File: config.mk
export PLATFORM = sky130hd
export DESIGN_NAME = cmd_handler
export DESIGN_NICKNAME = d
export VERILOG_FILES = /design/src/rtl/cmd_handler.sv
export SDC_FILE = /design/constraint.sdc
export NUM_CORES = 1
export LEC_CHECK = 0
export CAP_MARGIN = 10
export CORE_UTILIZATION = 47
export CTS_CLUSTER_DIAMETER = 50
export DETAILED_ROUTE_END_ITERATION = 7
export PLACE_DENSITY = 0.73
export SLEW_MARGIN = 20
export SYNTH_ARGS = -nofsm -noshare
export SYNTH_HDL_FRONTEND = slang
export SYNTH_SLANG_ARGS = --single-unit
File: constraint.sdc
create_clock -name clk -period 2.7 [get_ports clk]
set_input_delay 0.27 -clock clk [delete_from_list [all_inputs] [get_ports clk]]
set_output_delay 0.27 -clock clk [all_outputs]
set_load 0.1 [all_outputs]
File: src/rtl/cmd_handler.sv
// Serial command handler: decodes UART command words, runs sensor reads, returns responses.
// Accepted edge reaches sensor_req or tx_start within 2 cycles; HOLD waits on data_transmitted.
module cmd_handler #(
  parameter int unsigned TIMEOUT_CYCLES = 1000,
  parameter int unsigned MAX_ADDR       = 31
) (
  input  logic        clk,
  input  logic        reset,
  input  logic [15:0] data_in,
  input  logic        data_recived,
  output logic [15:0] data_out,
  output logic        tx_start,
  input  logic        data_transmitted,
  output logic        sensor_req,
  output logic [4:0]  sensor_addr,
  input  logic        sensor_ack,
  input  logic [15:0] sensor_data,
  input  logic        sensor_err,
  output logic        cont_mode,
  output logic [2:0]  state_out
);

  typedef enum logic [2:0] {
    IDLE   = 3'd0,
    DECODE = 3'd1,
    REQ    = 3'd2,
    WAIT   = 3'd3,
    SEND   = 3'd4,
    HOLD   = 3'd5
  } state_e;

  localparam int CNT_W = (TIMEOUT_CYCLES > 1) ? $clog2(TIMEOUT_CYCLES) : 1;
  localparam logic [CNT_W-1:0] CNT_LAST = CNT_W'(TIMEOUT_CYCLES - 1);

  state_e           state_q, state_d;
  logic             rcv_q;
  logic [15:0]      cmd_q, cmd_d;
  logic [7:0]       op_q, op_d;
  logic [7:0]       addr_q, addr_d;
  logic [7:0]       cont_addr_q, cont_addr_d;
  logic             cont_q, cont_d;
  logic [CNT_W-1:0] cnt_q, cnt_d;
  logic [15:0]      data_out_q, data_out_d;
  logic [4:0]       sensor_addr_q, sensor_addr_d;
  logic             rise;

  assign rise = data_recived & ~rcv_q;

  always_ff @(posedge clk) begin
    if (reset) begin
      state_q       <= IDLE;
      rcv_q         <= 1'b0;
      cmd_q         <= '0;
      op_q          <= '0;
      addr_q        <= '0;
      cont_addr_q   <= '0;
      cont_q        <= 1'b0;
      cnt_q         <= '0;
      data_out_q    <= '0;
      sensor_addr_q <= '0;
    end else begin
      state_q       <= state_d;
      rcv_q         <= data_recived;
      cmd_q         <= cmd_d;
      op_q          <= op_d;
      addr_q        <= addr_d;
      cont_addr_q   <= cont_addr_d;
      cont_q        <= cont_d;
      cnt_q         <= cnt_d;
      data_out_q    <= data_out_d;
      sensor_addr_q <= sensor_addr_d;
    end
  end

  // data_out_d only changes on transitions into SEND, so the word is frozen through HOLD.
  always_comb begin
    state_d       = state_q;
    cmd_d         = cmd_q;
    op_d          = op_q;
    addr_d        = addr_q;
    cont_addr_d   = cont_addr_q;
    cont_d        = cont_q;
    cnt_d         = cnt_q;
    data_out_d    = data_out_q;
    sensor_addr_d = sensor_addr_q;

    case (state_q)
      IDLE: begin
        if (rise) begin
          cmd_d   = data_in;
          state_d = DECODE;
        end
      end

      DECODE: begin
        addr_d = cmd_q[7:0];
        op_d   = cmd_q[15:8];
        if (32'(cmd_q[7:0]) > MAX_ADDR) begin
          data_out_d = {8'hFE, cmd_q[7:0]};
          state_d    = SEND;
        end else begin
          case (cmd_q[15:8])
            8'h01, 8'h02, 8'h03: begin
              sensor_addr_d = cmd_q[4:0];
              state_d       = REQ;
            end
            8'h04: begin
              cont_d      = 1'b1;
              cont_addr_d = cmd_q[7:0];
              data_out_d  = 16'h0A00;
              state_d     = SEND;
            end
            8'h05: begin
              cont_d     = 1'b0;
              data_out_d = 16'h0B00;
              state_d    = SEND;
            end
            default: begin
              data_out_d = {8'hFF, cmd_q[15:8]};
              state_d    = SEND;
            end
          endcase
        end
      end

      REQ: begin
        cnt_d   = '0;
        state_d = WAIT;
      end

      WAIT: begin
        if (sensor_ack) begin
          state_d = SEND;
          if (sensor_err) begin
            data_out_d = {8'h1F, addr_q};
          end else begin
            case (op_q)
              8'h01:   data_out_d = {8'h09, sensor_data[7:0]};
              8'h02:   data_out_d = {8'h08, sensor_data[15:8]};
              default: data_out_d = 16'h0700;
            endcase
          end
        end else if (cnt_q == CNT_LAST) begin
          data_out_d = {8'h1F, addr_q};
          state_d    = SEND;
        end else begin
          cnt_d = cnt_q + 1'b1;
        end
      end

      SEND: state_d = HOLD;

      HOLD: begin
        // A new command in continuous mode pre-empts the next implicit read.
        if (cont_q && rise) begin
          cmd_d   = data_in;
          state_d = DECODE;
        end else if (data_transmitted) begin
          if (cont_q) begin
            op_d          = 8'h01;
            addr_d        = cont_addr_q;
            sensor_addr_d = cont_addr_q[4:0];
            state_d       = REQ;
          end else begin
            state_d = IDLE;
          end
        end
      end

      default: state_d = IDLE;
    endcase
  end

  assign data_out    = data_out_q;
  assign tx_start    = (state_q == SEND);
  assign sensor_req  = (state_q == REQ);
  assign sensor_addr = sensor_addr_q;
  assign cont_mode   = cont_q;
  assign state_out   = state_q;

endmodule

Word-level counts from Yosys, hierarchy flattened
Cells that the tools add are included.
Word-level totals
  logic and storage cells: 93
  output and inout port bits: 27
  flip-flop bits (word level): 76
  input port bits: 38
Cells by class
  bitwise logic cells: 3
  reductions and logical operators: 16
  equality and inequality tests: 25
  $lt $le $gt $ge: 1
  mux-type cells: 37
  $add $sub $neg: 1
Operator list (number)
  $mux 16: 5
  $pmux 16 s2: 2
  $mux 8: 6
  $pmux 16 s3: 1
  $pmux 8 s2: 2
  $mux 5: 5
  $eq 8x2->1 const B: 3
  $pmux 12 s2: 1
  $mux 3: 7
  $mux 10: 2
  $pmux 10 s2: 1
  $ne 2x2->1 const B: 9
  $pmux 3 s6: 1
  $reduce_and 3->1: 6
  $eq 8x1->1 const B: 2
  $eq 8x3->1 const B: 2
  $mux 13: 1
  $add 10x1->10 const B: 1
  $eq 10x10->1 const B: 1
  $pmux 5 s2: 1
  $reduce_bool 2->1: 5
  $ne 3x3->1 const B: 3
  $gt 8x5->1 const B: 1
  $eq 3x2->1 const B: 2
  11 further kinds: 13

Logic depth before layout (Yosys ltp)
Gate-level depths: netlist of the first run.
  depth in word-level cells: 5
  mapped depth: 8
  mapped depth without buffers: 6

Worst setup path before layout of the first run
Ideal clock, no wire load.
  kind: reg2reg
  start: register state_q[2], in the netlist state_out[2]
  end: register state_q[2], in the netlist state_out[2]
  data arrival time: 3.952 ns
  clock period less this slack: 4.012 ns
  cell stages (with the launch flop): 5
  buffers on the path: 1
  setup time: 0.059 ns
  data required time: 2.641 ns
  slack: -1.312 ns
  cells stage by stage: dfxtp_1 -> clkbuf_1 -> nor3b_1 -> nand2b_1 -> o311a_1
On the way
  elaborated cells on any way between the ends: 11
  classes of those cells: 8 x eq/ne; 1 x mux; 2 x reduce/logical
RTL lines
  from (decl): line 35  | state_e state_q, state_d;
  from (signal assigned): line 62  | state_q <= state_d;
  $eq 3x3->1
  net tx_start: line 12  | output logic tx_start,
  $pmux 3 s6: line 87  | case (state_q)
The timed path passes the listed nets, and every way through them passes these cells.
A chain may end at the register's enable or synchronous reset.

Worst setup path after layout of the first run
  start: register state_q[0], in the netlist state_out[0]
  end: register data_out_q[1], in the netlist data_out[1]
On the way
  word-level cells in the longest chain between the ends: 3
  elaborated cells on any way between the ends: 7
  classes of those cells: 4 x eq/ne; 1 x mux; 2 x reduce/logical
Ends and longest elaborated chain
  $eq 3x1->1 or $eq 3x2->1 (tied branches): line 87
  $ne 3x3->1 (no source line) or $reduce_bool 2->1 (tied branches)
  $reduce_and 3->1 (no source line)
  to (signal assigned): line 70  | data_out_q <= data_out_d;
  to (decl): line 43  | logic [15:0] data_out_q, data_out_d;
Several ways; a longest one is shown, not always the timed one.

==> results of run 1 <==
## sequential cells by signal (all words and copies together) (netlist names)
| signal | flops |
|---|---|
| cnt_q | 10 |
| rcv_q | 1 |
| cont_mode | 1 |
| op_q | 8 |
| cmd_q | 16 |
| addr_q | 8 |
| state_out | 3 |
| cont_addr_q | 8 |
| sensor_addr | 5 |
| data_out | 14 |
## power by group through the flow
stage	clock [mW]	combinational (mW)	sequential, mW
2_1_floorplan	0	0.464	1.56
3_3_place_gp	0	0.966	1.28
3_5_place_dp	0	0.980	1.28
4_1_cts	0.972	0.983	1.25
5_1_grt	1.02	1.06	1.27
6_report	0.958	0.986	1.25
## metrics by stage
stage                     hold slack (ps)  cell area [sq um]  worst slack, ps  std cells  utilization [%]
after floorplan                       398               3500             29.4        405                -
after global placement                438               4140              341        548             59.3
after detailed placement              444               4140              299        548             59.3
after CTS                             395               4360              194        564             62.5
after global routing                  419               4370              221        564             62.6
final                                 388               4370              408        564             62.6
## cell families after synthesis
logic type / synth area share [%]
adder cells (fa/ha/maj): 0.360
multiplexers: 7.66
AO/OA/AOI/OAI: 19.1
XOR/XNOR: 2.27
buffers and inverters: 3.92
AND/OR/NAND/NOR: 24.1
flip-flops: 42.6
## cell usage after synthesis (2+ instances only)
| library cell | number |
|---|---|
| buf_2 | 4 |
| nand2_1 | 47 |
| or3_1 | 6 |
| a31oi_1 | 5 |
| clkbuf_1 | 21 |
| nor2b_1 | 5 |
| a311oi_1 | 4 |
| mux2_2 | 5 |
| or2_2 | 2 |
| nor3b_1 | 5 |
| nor2_1 | 65 |
| mux2i_1 | 21 |
| nand3_1 | 9 |
| a22oi_1 | 7 |
| and2_1 | 3 |
| xnor2_1 | 8 |
| a22o_1 | 2 |
| a221oi_1 | 7 |
| a211oi_2 | 6 |
| and3_1 | 2 |
| inv_1 | 3 |
| nand4_1 | 3 |
| buf_4 | 2 |
| a21oi_1 | 33 |
| a211oi_1 | 11 |
| nand2b_1 | 5 |
| nor3_1 | 8 |
| nor3_2 | 3 |
| dfxtp_1 | 74 |
| o21ai_0 | 4 |
## critical path, cell delays in order (launching register included)
cell      delay [ps]
dfxtp_1          640
and3b_1          440
nand2_1          210
nor4b_4          510
a221oi_1         220
a211oi_2         220
## area by class of cell
cell class	count	area [sq um]
Fill cell	641	2610
Multi-Input combinational cell	300	1890
Sequential cell	74	1480
Timing Repair Buffer	75	651
Clock buffer	11	141
Tap cell	96	120
Clock inverter	5	77.6
Inverter	3	11.3
## worst paths after layout
kind	startpoint	to	slack (ps)
worst max-delay path	state_out[0]	data_out[1]	410
worst min-delay path	reset	sensor_addr[3]	390
worst max register to register	state_out[0]	data_out[1]	410
worst min register to register	cont_addr_q[2]	cont_addr_q[2]	450
## what timing repair did
action | CTS | global route
setup buffers | 0 | 0
endpoints found under the setup margin | 0 | 1
resized for setup | 0 | 1
## per-layer routing
layer | share of wire [%] | global-route usage [%]
met4 | 2.0 | 9.24
met5 | 0 | 0
met3 | 4.0 | 3.96
met2 | 47 | 38.8
met1 | 47 | 31.6
==> metrics, run 1 <==
worst-skew pair later-pin latency 360 ps; RSZ-0062 raised after global routing false; via count 3,129; Area Overhead vs Synth 25.7%; Final Hold Fails 0; commonest non-fill, non-tap cells in the layout 74 x dfxtp_1, 64 x nor2_1, 47 x nand2_1; # nets final 502; worst min path class in2reg; setup violators final 0; TritonCTS buffer count 9; routed vias/inst 5.55; commonest non-fill, non-tap cell in the layout dfxtp_1; Ys Warns 0; Distinct cells, synth 55; GRT Total Usage 23.8%; max-slew violation count 0; Seq cells post-synth 74; relative slew slack 55.5%; ANT nets after route 0; Int Pwr 2.02 mW; Max Root-Sink Buffers 2; CP Class reg2reg; Worst Path Arrival 2580 ps; Syn Nets 444; Comb power frac 30.8%; Clock Skews 10.6 ps; run status finished clean; Async S/R FF share, synth 0%; Syn Area/Cell 8.59 sq um; Clk network pwr share 30.0%; H-tree depth 3; NetSw 1.18 mW; CP endpoint kind flop; post-DP HPWL 6.26 mm; Worst Reg-to-Reg Cells 5; overall routed net length 8.61 mm; Mapped Area 3480 sq um; post-synthesis sequential area ratio 42.6%; Critical Path RT 2980 ps; Power Total 3.20 mW; Core Area 6980 sq um; Syn Inst Count 405; die extent in x 88.0 microns; Max Clock Freq 436 MHz; antenna diode count 0; Fin Setup TNS 0 ps; global-route wire length before repair 14.1 mm; cts hold-fix bufs 0; Reg clk slew, reported paths 80 ps; Worst setup SP type flop; largest net degree at the start of global routing 30; worst slew pin tran 668 ps; length of the first detailed-routing pass in iterations 4; die area 7750 sq um; Post-synth EDFFs 0; port bufs 64; Routed WL per cell 15.3 microns; Synth area leaders dfxtp_1 43%, nor2_1 7.0%, mux2i_1 6.0%, nand2_1 5.1%, a21oi_1 4.7%; num rows 30; IO Count 65; main flop type after synthesis dfxtp_1; Starting Density 49.8%; VDD IR-drop max 311 uV; Synth top area share 42.6%; part of the cycle the worst path needs 84.9%; P_leak 1.69 nW; crit-path max FO 14; min cycle time layout 2290 ps; Clock Sinks 74; hold depth 2; switching share of power 37.0%; # DRC 0; maxcap violations 0; initial antenna violation count 0; sequential share of power 39.2%; clock tree from TritonCTS built; share of cells above drive strength 1 16.7%; Die H 88.0 microns; GPL Wtd Cong 0.849; PwrDens 732 nW/um^2; GR Overflow Total 0; DRT iter0 DRCs 159; vias in the first global route 2,930; CTS Root Buffer Type clkbuf_8; dominant cell type by area after synthesis dfxtp_1
Power figures use the tool's default switching activity.
==> inputs of run 2 (changes only) <==
Clock period 2.7 ns to 2.18 ns, I/O delays scaled along.
==> run 2 against run 1 <==
Critical path depth grew 2. Combinational power grew 32%. Die area is the same. Via count grew 4.2%. Sequential share of layout area shrank 0.74 points. Utilization grew 1.9 points. Non-clock buffer count grew 15. Global-route usage grew 0.94 points. Clock power grew 6%. Final area grew 3.1%. Largest cell class unchanged. Largest power group unchanged.
==> metrics, run 2 (synthesis gave the netlist of run 1 again) <==
# nets final 518 (was 502); Core Area 6980 sq um (unchanged); Max Clock Freq 491 MHz (was 436 MHz); commonest non-fill, non-tap cell in the layout dfxtp_1 (unchanged); ANT nets after route 0 (unchanged); CP endpoint kind flop (unchanged); setup violators final 0 (unchanged); CTS Root Buffer Type clkbuf_8 (unchanged); routed vias/inst 5.62 (was 5.55); Slowest-stage cell, CP a221oi_2 (was dfxtp_1); vias in the first global route 2,983 (was 2,930); clock tree from TritonCTS built (unchanged); max reg flops 16 (unchanged); largest net degree at the start of global routing 31 (was 30); via count 3,259 (was 3,129); GRT Total Usage 24.7% (was 23.8%); PwrDens 858 nW/um^2 (was 732 nW/um^2); R2R Setup Slk 140 ps (was 410 ps); largest register by flop count cmd_q (unchanged); length of the first detailed-routing pass in iterations 5 (was 4); Area Overhead vs Synth 29.6% (was 25.7%); Setup crit end data_out[11] (was data_out[1]); r2r endpoint data_out[11] (was data_out[1]); die area 7750 sq um (unchanged); Die H 88.0 microns (unchanged); worst min path class in2reg (unchanged); die extent in x 88.0 microns (unchanged); Final Hold Fails 0 (unchanged); post-DP HPWL 6.61 mm (was 6.26 mm); VDD IR-drop max 428 uV (was 311 uV); Clock Sinks 74 (unchanged); post-layout instance area 4510 sq um (was 4370 sq um); Cells after DPL 561 (was 548); maxcap violations 0 (unchanged); Critical Path RT 2430 ps (was 2980 ps); # DRC 0 (unchanged); min cycle time layout 2040 ps (was 2290 ps); port bufs 64 (unchanged); P_leak 1.77 nW (was 1.69 nW); relative slew slack 67.0% (was 55.5%); Hold WS 302 ps (was 388 ps); Post-Route Utilization 64.6% (was 62.6%); critical path's largest stage delay 400 ps (was 640 ps); crit-path max FO 15 (was 14); H-tree depth 3 (unchanged); Clock Skews 7.16 ps (was 10.6 ps); Fin Setup TNS 0 ps (unchanged); part of the cycle the worst path needs 93.4% (was 84.9%); run status finished clean (unchanged); commonest non-fill, non-tap cells in the layout 70 x dfxtp_1, 64 x nor2_1, 51 x buf_4 (was 74 x dfxtp_1, 64 x nor2_1, 47 x nand2_1); Max Root-Sink Buffers 2 (unchanged); Routed WL per cell 15.7 microns (was 15.3 microns); DRT iter0 DRCs 157 (was 159); max-slew violation count 0 (unchanged); num rows 30 (unchanged); cell chain of the critical path ha_1 > and3_1 > a31oi_2 > a221oi_2 > buf_12 > nor2_1 > a311oi_1 (was and3b_1 > nand2_1 > nor4b_4 > a221oi_1 > a211oi_2); Reg clk slew, reported paths 70 ps (was 80 ps); overall routed net length 9.08 mm (was 8.61 mm); GR Overflow Total 0 (unchanged); GPL Wtd Cong 0.837 (was 0.849); share of cells above drive strength 1 20.0% (was 16.7%); Post-Layout Cell Count 580 (was 564); worst slew pin tran 492 ps (was 668 ps); global-route wire length before repair 14.7 mm (was 14.1 mm); initial antenna violation count 0 (unchanged); antenna diode count 0 (unchanged); RSZ-0062 raised after global routing false (unchanged); Worst Setup SP cnt_q[0] (was state_out[0]); Worst Path Arrival 2280 ps (was 2580 ps); TritonCTS buffer count 9 (unchanged); min-delay src reset (unchanged); Starting Density 49.8% (unchanged); r2r startpoint cnt_q[0] (was state_out[0]); DP Area 4280 sq um (was 4140 sq um); Worst Reg-to-Reg Cells 7 (was 5); IO Count 65 (unchanged); worst-skew pair later-pin latency 340 ps (was 360 ps); Worst setup SP type flop (unchanged); CP Class reg2reg (unchanged)
run 2: cell types whose count changed in the layout (fill, tap and decap cells not counted), moves of 2 or more:
cell | previous run | this run
buf_12 | 0 | 2
buf_4 | 38 | 51
bufinv_16 | 2 | 0
clkbuf_1 | 1 | 3
dfxtp_1 | 74 | 70
dfxtp_4 | 0 | 3
run 2: worst min-delay path by stage:
| stage | depth (start not counted) | to | slack, ps |
|---|---|---|---|
| 3_3_place_gp | 2 | cont_addr_q[2] | 440 |
| 3_5_place_dp | 2 | cont_addr_q[2] | 440 |
| 5_1_grt | 2 | cmd_q[8] | 310 |
| 2_1_floorplan | 1 | rcv_q | 350 |
| 4_1_cts | 2 | cmd_q[9] | 290 |
| 6_report | 2 | cmd_q[5] | 300 |
run 2: metal layers:
layer / vias to the layer above / GRT usage [%] / wire (microns)
met3: 15 / 6.03 / 552
li1: 1601 / - / -
met2: 131 / 40.2 / 4170
met5: - / 0 / 0
met1: 1512 / 32.6 / 4230
met4: 0 / 7.48 / 128
run 2: critical path, delay by kind of cell, from the launching register on:
kind,cells,cell delay [ps]
buffers and inverters,1,190
AND/OR/NAND/NOR,2,300
flip-flops,1,390
AO/OA/AOI/OAI,3,870
adder cells (fa/ha/maj),1,200
run 2: power by group:
part	switching, mW	leakage, nW	internal [mW]	total [mW]
Combinational	0.881	1.07	0.417	1.30
Sequential	0.0916	0.605	1.46	1.55
Clock	0.473	0.0989	0.545	1.02
run 2: layout make-up:
cell class / instances / area [sq um]
Fill cell: 621 / 2470
Multi-Input combinational cell: 301 / 1900
Sequential cell: 74 / 1490
Timing Repair Buffer: 90 / 788
Clock buffer: 15 / 188
Tap cell: 96 / 120
Inverter: 3 / 11.3
Clock inverter: 1 / 5.00
run 2: timing repair:
action                                 4_1_cts  5_1_grt
buffers inserted                             0        2
setup endpoints to repair                    0        9
gates resized for setup                      0        4
endpoints found under the hold margin        0        0
hold buffers                                 0        0
run 2: stage by stage:
step / total power [mW] / setup WS (ps)
final: 3.86 / 144
after global routing: 4.05 / 10.8
after CTS: 3.87 / 19.0
after detailed placement: 2.85 / 40.6
after global placement: 2.83 / 56.1
after floorplan: 2.51 / 26.9
